`config.mk`:
```
export PLATFORM = sky130hd
export DESIGN_NAME = rr_mux_arbiter_4
export DESIGN_NICKNAME = d
export VERILOG_FILES = /design/src/rtl/mux_arb_pkg.sv /design/src/rtl/mux_4_1.sv /design/src/rtl/rr_pick_4.sv /design/src/rtl/rr_mux_arbiter_4.sv
export SDC_FILE = /design/constraint.sdc
export NUM_CORES = 1
export LEC_CHECK = 0
export ABC_AREA = 1
export CELL_PAD_IN_SITES_DETAIL_PLACEMENT = 0
export CELL_PAD_IN_SITES_GLOBAL_PLACEMENT = 2
export CORE_MARGIN = 2
export CORE_UTILIZATION = 24
export DETAILED_ROUTE_END_ITERATION = 6
export GPL_ROUTABILITY_DRIVEN = 0
export PLACE_DENSITY = 0.82
export SYNTH_ARGS = -nofsm -noshare
export SYNTH_HDL_FRONTEND = slang
export SYNTH_HIERARCHICAL = 1
export SYNTH_SLANG_ARGS = --single-unit
```
`constraint.sdc`:
```
create_clock -name clk -period 2.14 [get_ports clk]
set_input_delay 0.214 -clock clk [delete_from_list [all_inputs] [get_ports clk]]
set_output_delay 0.214 -clock clk [all_outputs]
set_load 0.05 [all_outputs]
```
`src/rtl/mux_arb_pkg.sv`:
```
// Shared types for the 4-requester round-robin mux arbiter.
`default_nettype none

package mux_arb_pkg;
  localparam int N_REQ = 4;

  typedef logic [1:0] src_t;

  typedef enum logic {
    IDLE = 1'b0,
    LOCK = 1'b1
  } arb_state_t;
endpackage

`default_nettype wire

```
`src/rtl/mux_4_1.sv`:
```
// 4:1 multiplexer for 4-bit data words.
`default_nettype none

module mux_4_1 (
  input  logic [3:0] d0,
  input  logic [3:0] d1,
  input  logic [3:0] d2,
  input  logic [3:0] d3,
  input  logic [1:0] sel,
  output logic [3:0] y
);

  always_comb begin
    y = d0;
    case (sel)
      2'd0:    y = d0;
      2'd1:    y = d1;
      2'd2:    y = d2;
      2'd3:    y = d3;
      default: y = d0;
    endcase
  end

endmodule

`default_nettype wire

```
`src/rtl/rr_pick_4.sv`:
```
// Combinational round-robin pick: first valid index starting at ptr, wrapping mod 4.
`default_nettype none

module rr_pick_4
  import mux_arb_pkg::*;
(
  input  logic [N_REQ-1:0] in_valid,
  input  src_t             ptr,
  output logic             any,
  output src_t             winner
);

  src_t idx;

  // Scan from the farthest offset down so the nearest valid index overwrites last.
  always_comb begin
    any    = |in_valid;
    winner = ptr;
    idx    = ptr;
    for (int k = N_REQ - 1; k >= 0; k--) begin
      idx = ptr + src_t'(k);
      if (in_valid[idx]) winner = idx;
    end
  end

endmodule

`default_nettype wire

```
`src/rtl/rr_mux_arbiter_4.sv`:
```
// Round-robin arbiter with burst lock sharing one registered 4-bit output among four requesters.
`default_nettype none

module rr_mux_arbiter_4
  import mux_arb_pkg::*;
#(
  parameter int BURST = 2
) (
  input  logic             clk,
  input  logic             rst,
  input  logic [N_REQ-1:0] in_valid,
  input  logic [3:0]       in_data0,
  input  logic [3:0]       in_data1,
  input  logic [3:0]       in_data2,
  input  logic [3:0]       in_data3,
  output logic [N_REQ-1:0] in_ready,
  output logic             out_valid,
  output logic [3:0]       out_data,
  output src_t             out_src,
  input  logic             out_ready
);

  localparam logic [3:0] BURST_W = 4'(BURST);

  arb_state_t state, state_nxt;
  src_t       ptr, ptr_nxt;
  src_t       owner, owner_nxt;
  logic [3:0] beat_cnt, beat_nxt;
  logic       can_load;
  logic       accept;
  logic       any;
  src_t       winner;
  src_t       sel;
  logic [3:0] mux_y;

  rr_pick_4 u_pick (
    .in_valid (in_valid),
    .ptr      (ptr),
    .any      (any),
    .winner   (winner)
  );

  mux_4_1 u_mux (
    .d0  (in_data0),
    .d1  (in_data1),
    .d2  (in_data2),
    .d3  (in_data3),
    .sel (sel),
    .y   (mux_y)
  );

  assign can_load = !out_valid || out_ready;
  assign sel      = (state == LOCK) ? owner : winner;

  always_comb begin
    state_nxt = state;
    ptr_nxt   = ptr;
    owner_nxt = owner;
    beat_nxt  = beat_cnt;
    accept    = 1'b0;
    case (state)
      IDLE: begin
        if (can_load && any) begin
          accept    = 1'b1;
          owner_nxt = winner;
          ptr_nxt   = winner + 2'd1;
          beat_nxt  = 4'd1;
          state_nxt = (BURST > 1) ? LOCK : IDLE;
        end
      end
      LOCK: begin
        if (can_load) begin
          if (in_valid[owner]) begin
            accept   = 1'b1;
            beat_nxt = beat_cnt + 4'd1;
            if (beat_cnt + 4'd1 == BURST_W) state_nxt = IDLE;
          end else begin
            // Owner went quiet: release with a bubble rather than re-arbitrating this cycle.
            state_nxt = IDLE;
          end
        end
      end
      default: state_nxt = IDLE;
    endcase
  end

  assign in_ready = (accept && !rst) ? (4'b0001 << sel) : 4'b0000;

  always_ff @(posedge clk) begin
    if (rst) begin
      state     <= IDLE;
      ptr       <= 2'd0;
      owner     <= 2'd0;
      beat_cnt  <= 4'd0;
      out_valid <= 1'b0;
      out_data  <= 4'd0;
      out_src   <= 2'd0;
    end else begin
      state    <= state_nxt;
      ptr      <= ptr_nxt;
      owner    <= owner_nxt;
      beat_cnt <= beat_nxt;
      if (accept) begin
        out_valid <= 1'b1;
        out_data  <= mux_y;
        out_src   <= sel;
      end else if (out_ready) begin
        out_valid <= 1'b0;
      end
    end
  end

endmodule

`default_nettype wire
```
==> impl_metrics.json <==
{
  "status": "completed",
  "initial_core_util_pct": 24.5,
  "r2r_cells": 18,
  "clk_pin_slew_ns": 0.07,
  "crit_chain": "inv_8 > nand2_1 > nand2_2 > nand2_2 > nand2_2 > nand2_1 > nand2_1 > nand2_1 > nand2_1 > nand2_2 > o21ai_2 > nand2_2 > nor2_4 > buf_12",
  "pwr-share-comb_pct": 71.9,
  "min_path_cells": 2,
  "cts_inserted_buffers": 3,
  "cts-root-buf": "clkbuf_8",
  "num-fill-cells": 568,
  "io_pins": 34,
  "synthArstFlopShare_pct": 0,
  "power_frac_clock_pct": 9.7,
  "switching_power_mw": 1.41,
  "n_antenna_cell": 0,
  "p_sw_share_pct": 49.3,
  "drt_wl_total_um": 3480,
  "cp.arrival_ns": 1.91,
  "drt_iter0_drc": 41,
  "cts-hold-fix-buffers": 0,
  "placementRows": 26,
  "fmax_ghz": 0.470,
  "slew_viol_final": 0,
  "htree_levels": 1,
  "final_area_mm2": 0.00199,
  "worst_slew_pin_slew_ns": 0.523,
  "maxCapViolations": 0,
  "p_int_mw": 1.45,
  "grt_pass1_vias": 1387,
  "crit_path_end_kind": "output pin",
  "synth_area_mm2": 0.00123,
  "syn_inst": 207,
  "cp-start-kind": "register",
  "fin_crit_sh_pct": 99.4,
  "min_period_ns": 2.13,
  "drt-pass1-iter-count": 4,
  "whs_endpoint": "out_src[0]$_SDFFE_PP0P_",
  "critPathRequiredTime_ns": 1.93,
  "worstSetupPathType": "reg2out",
  "synth.most_common_cell": "nand2_1",
  "grt_use_total_pct": 13.1,
  "synth-seq-cells": 16,
  "clock-skew-final_ns": 0.00560,
  "dp_slack_ns": -0.245,
  "place_area_mm2": 0.00181,
  "final-setup-viol-count": 0,
  "cp.depth": 14,
  "crit_start": "ptr[0]$_SDFFE_PP0P_",
  "drive_above_1_share_pct": 29.1,
  "area_growth_pct": 61.2,
  "dpl.hpwl_um": 2560,
  "synth_enable_flop_cells": 0,
  "slowest_delay_ns": 0.40,
  "clock-sinks": 16,
  "synthFlopType": "dfxtp_1",
  "slew_headroom_pct": 65.0,
  "vias": 1383,
  "yosys-top-cells-area": "dfxtp_1 (26%), nand2_1 (21%), nand3_1 (9.7%), nor2_1 (8.2%), inv_1 (7.0%)",
  "die_w_um": 75.7,
  "ys_seq_area_share_pct": 25.9,
  "pwr-share-seq_pct": 18.4,
  "critical-path-top-delay-family": "simple AND/OR/NAND/NOR gates",
  "clk_latency_ns": 0.25,
  "core_area_mm2": 0.00504,
  "worst_slack_ns": 0.0138,
  "leakagePower_nw": 0.972,
  "synth.largest_area_cell": "dfxtp_1",
  "hold_path.class": "reg2reg",
  "nets": 291,
  "ys_types": 22,
  "rsz0062_at_grt": "true",
  "cts_tree": "built",
  "route.detailed.drc": 0,
  "die_y_um": 75.7,
  "r2r_start": "ptr[0]$_SDFFE_PP0P_",
  "grt_pass1_wl_um": 5900,
  "crit_buf_inv": 2,
  "grt_max_degree": 13,
  "critPathSlowestCell": "dfxtp_4",
  "finalPower_mw": 2.85,
  "ant_nets": 0,
  "cts_buffer_depth": 2,
  "reg2reg_to": "out_data[0]$_SDFFE_PP0P_",
  "hp-start": "out_src[0]$_SDFFE_PP0P_",
  "grt-ovfl-total": 0,
  "crit_fanout": 9,
  "syn_avg_cell_area_um2": 5.97,
  "via_per_inst": 4.13,
  "yosys_warnings": 6,
  "synth_top_cell_area_share_pct": 25.9,
  "antenna_found_initial": 0,
  "power_density_mw_per_mm2": 1430,
  "hold_viol_final": 0,
  "port_buffers": 33,
  "irDropWorstVdd_v": 0.000862,
  "die-area_mm2": 0.00574,
  "ys_top_cells_by_count": "nand2_1 (68), nor2_1 (27), nand3_1 (24)",
  "r2r_slack_ns": 0.16,
  "syn-num-nets": 232,
  "wl_per_cell_um": 10.4
}
[cells by family (layout without fill, tap and decap cells)]
kind of cell	count (synthesis)	count (layout)	synth area share (%)
and+or+nand+nor	139	139	52.0
buffers and inverters	37	95	14.1
DFF	16	16	25.9
AOI/OAI and AO/OA	11	11	4.56
adders and majority gates	2	2	2.03
xor gates and xnor gates	2	2	1.42
[final cells by class]
type	count	area [um2]	area share, %
repair buffers	59	568	28.5
inverters	32	128	6.41
multi-input cells	154	827	41.5
flip-flops and latches	16	325	16.3
clock buffers	4	55.1	2.77
well taps	70	87.6	4.40
[worst max-delay path by stage]
stage,to,slack [ns]
3_5_place_dp,out_data[1]$_SDFFE_PP0P_,-0.24
6_report,in_ready[2],0.01
3_3_place_gp,out_data[1]$_SDFFE_PP0P_,-0.25
5_1_grt,in_ready[2],-0.16
4_1_cts,in_ready[1],0.001
2_1_floorplan,in_ready[0],-0.03
[registers in the layout, indices dropped and copies added, names as in the netlist]
| signal | cells |
|---|---|
| ptr | 2 |
| out_data | 4 |
| out_src | 2 |
| state | 1 |
| out_valid | 1 |
| beat_cnt | 4 |
| owner | 2 |
[cells in the final DEF (no fill, tap or decap), types with 11 or more instances in the layout]
cell type	netlist	routed
nand2_1	68	56
nor2_1	27	23
nand3_1	24	23
dfxtp_1	16	14
inv_1	23	20
nand2_2	4	14
inv_2	8	11
clkdlybuf4s50_1	0	25
buf_4	0	26
[routing by layer]
metal / global-route usage, % / wire (um) / up-vias
li1: - / - / 759
met3: 2.25 / 178 / 4
met1: 17.6 / 1700 / 580
met2: 21.0 / 1530 / 40
met4: 4.68 / 63 / 0
met5: 0 / 0 / -
[what timing repair did]
action / CTS / global route
pin swaps: 7 / 14
setup buffers: 0 / 6
endpoints found under the setup margin: 8 / 8
gates resized for setup: 22 / 16
[worst min-delay path, delay by kind of cell, from the launching register on]
family        cells  cell delay, ns
flops             1            0.31
simple gates      2            0.14
[through the flow]
step	utilization, %	instances	hold WS (ns)	setup TNS [ns]
after detailed placement	36.0	326	0.478	-1.54
after floorplan	-	207	0.283	-0.0500
after global routing	39.5	335	0.505	-0.879
after CTS	38.1	330	0.493	0
after global placement	36.0	326	0.471	-1.66
final	39.5	335	0.493	0
[power by group through the flow]
stage | combinational, mW | clock, mW | sequential, mW
after floorplan | 1.06 | 0 | 0.662
after global placement | 1.83 | 0 | 0.499
after detailed placement | 1.83 | 0 | 0.499
after CTS | 1.95 | 0.285 | 0.496
after global routing | 2.28 | 0.299 | 0.543
final | 2.05 | 0.276 | 0.525
No activity file was read; power rests on OpenSTA's default activity.
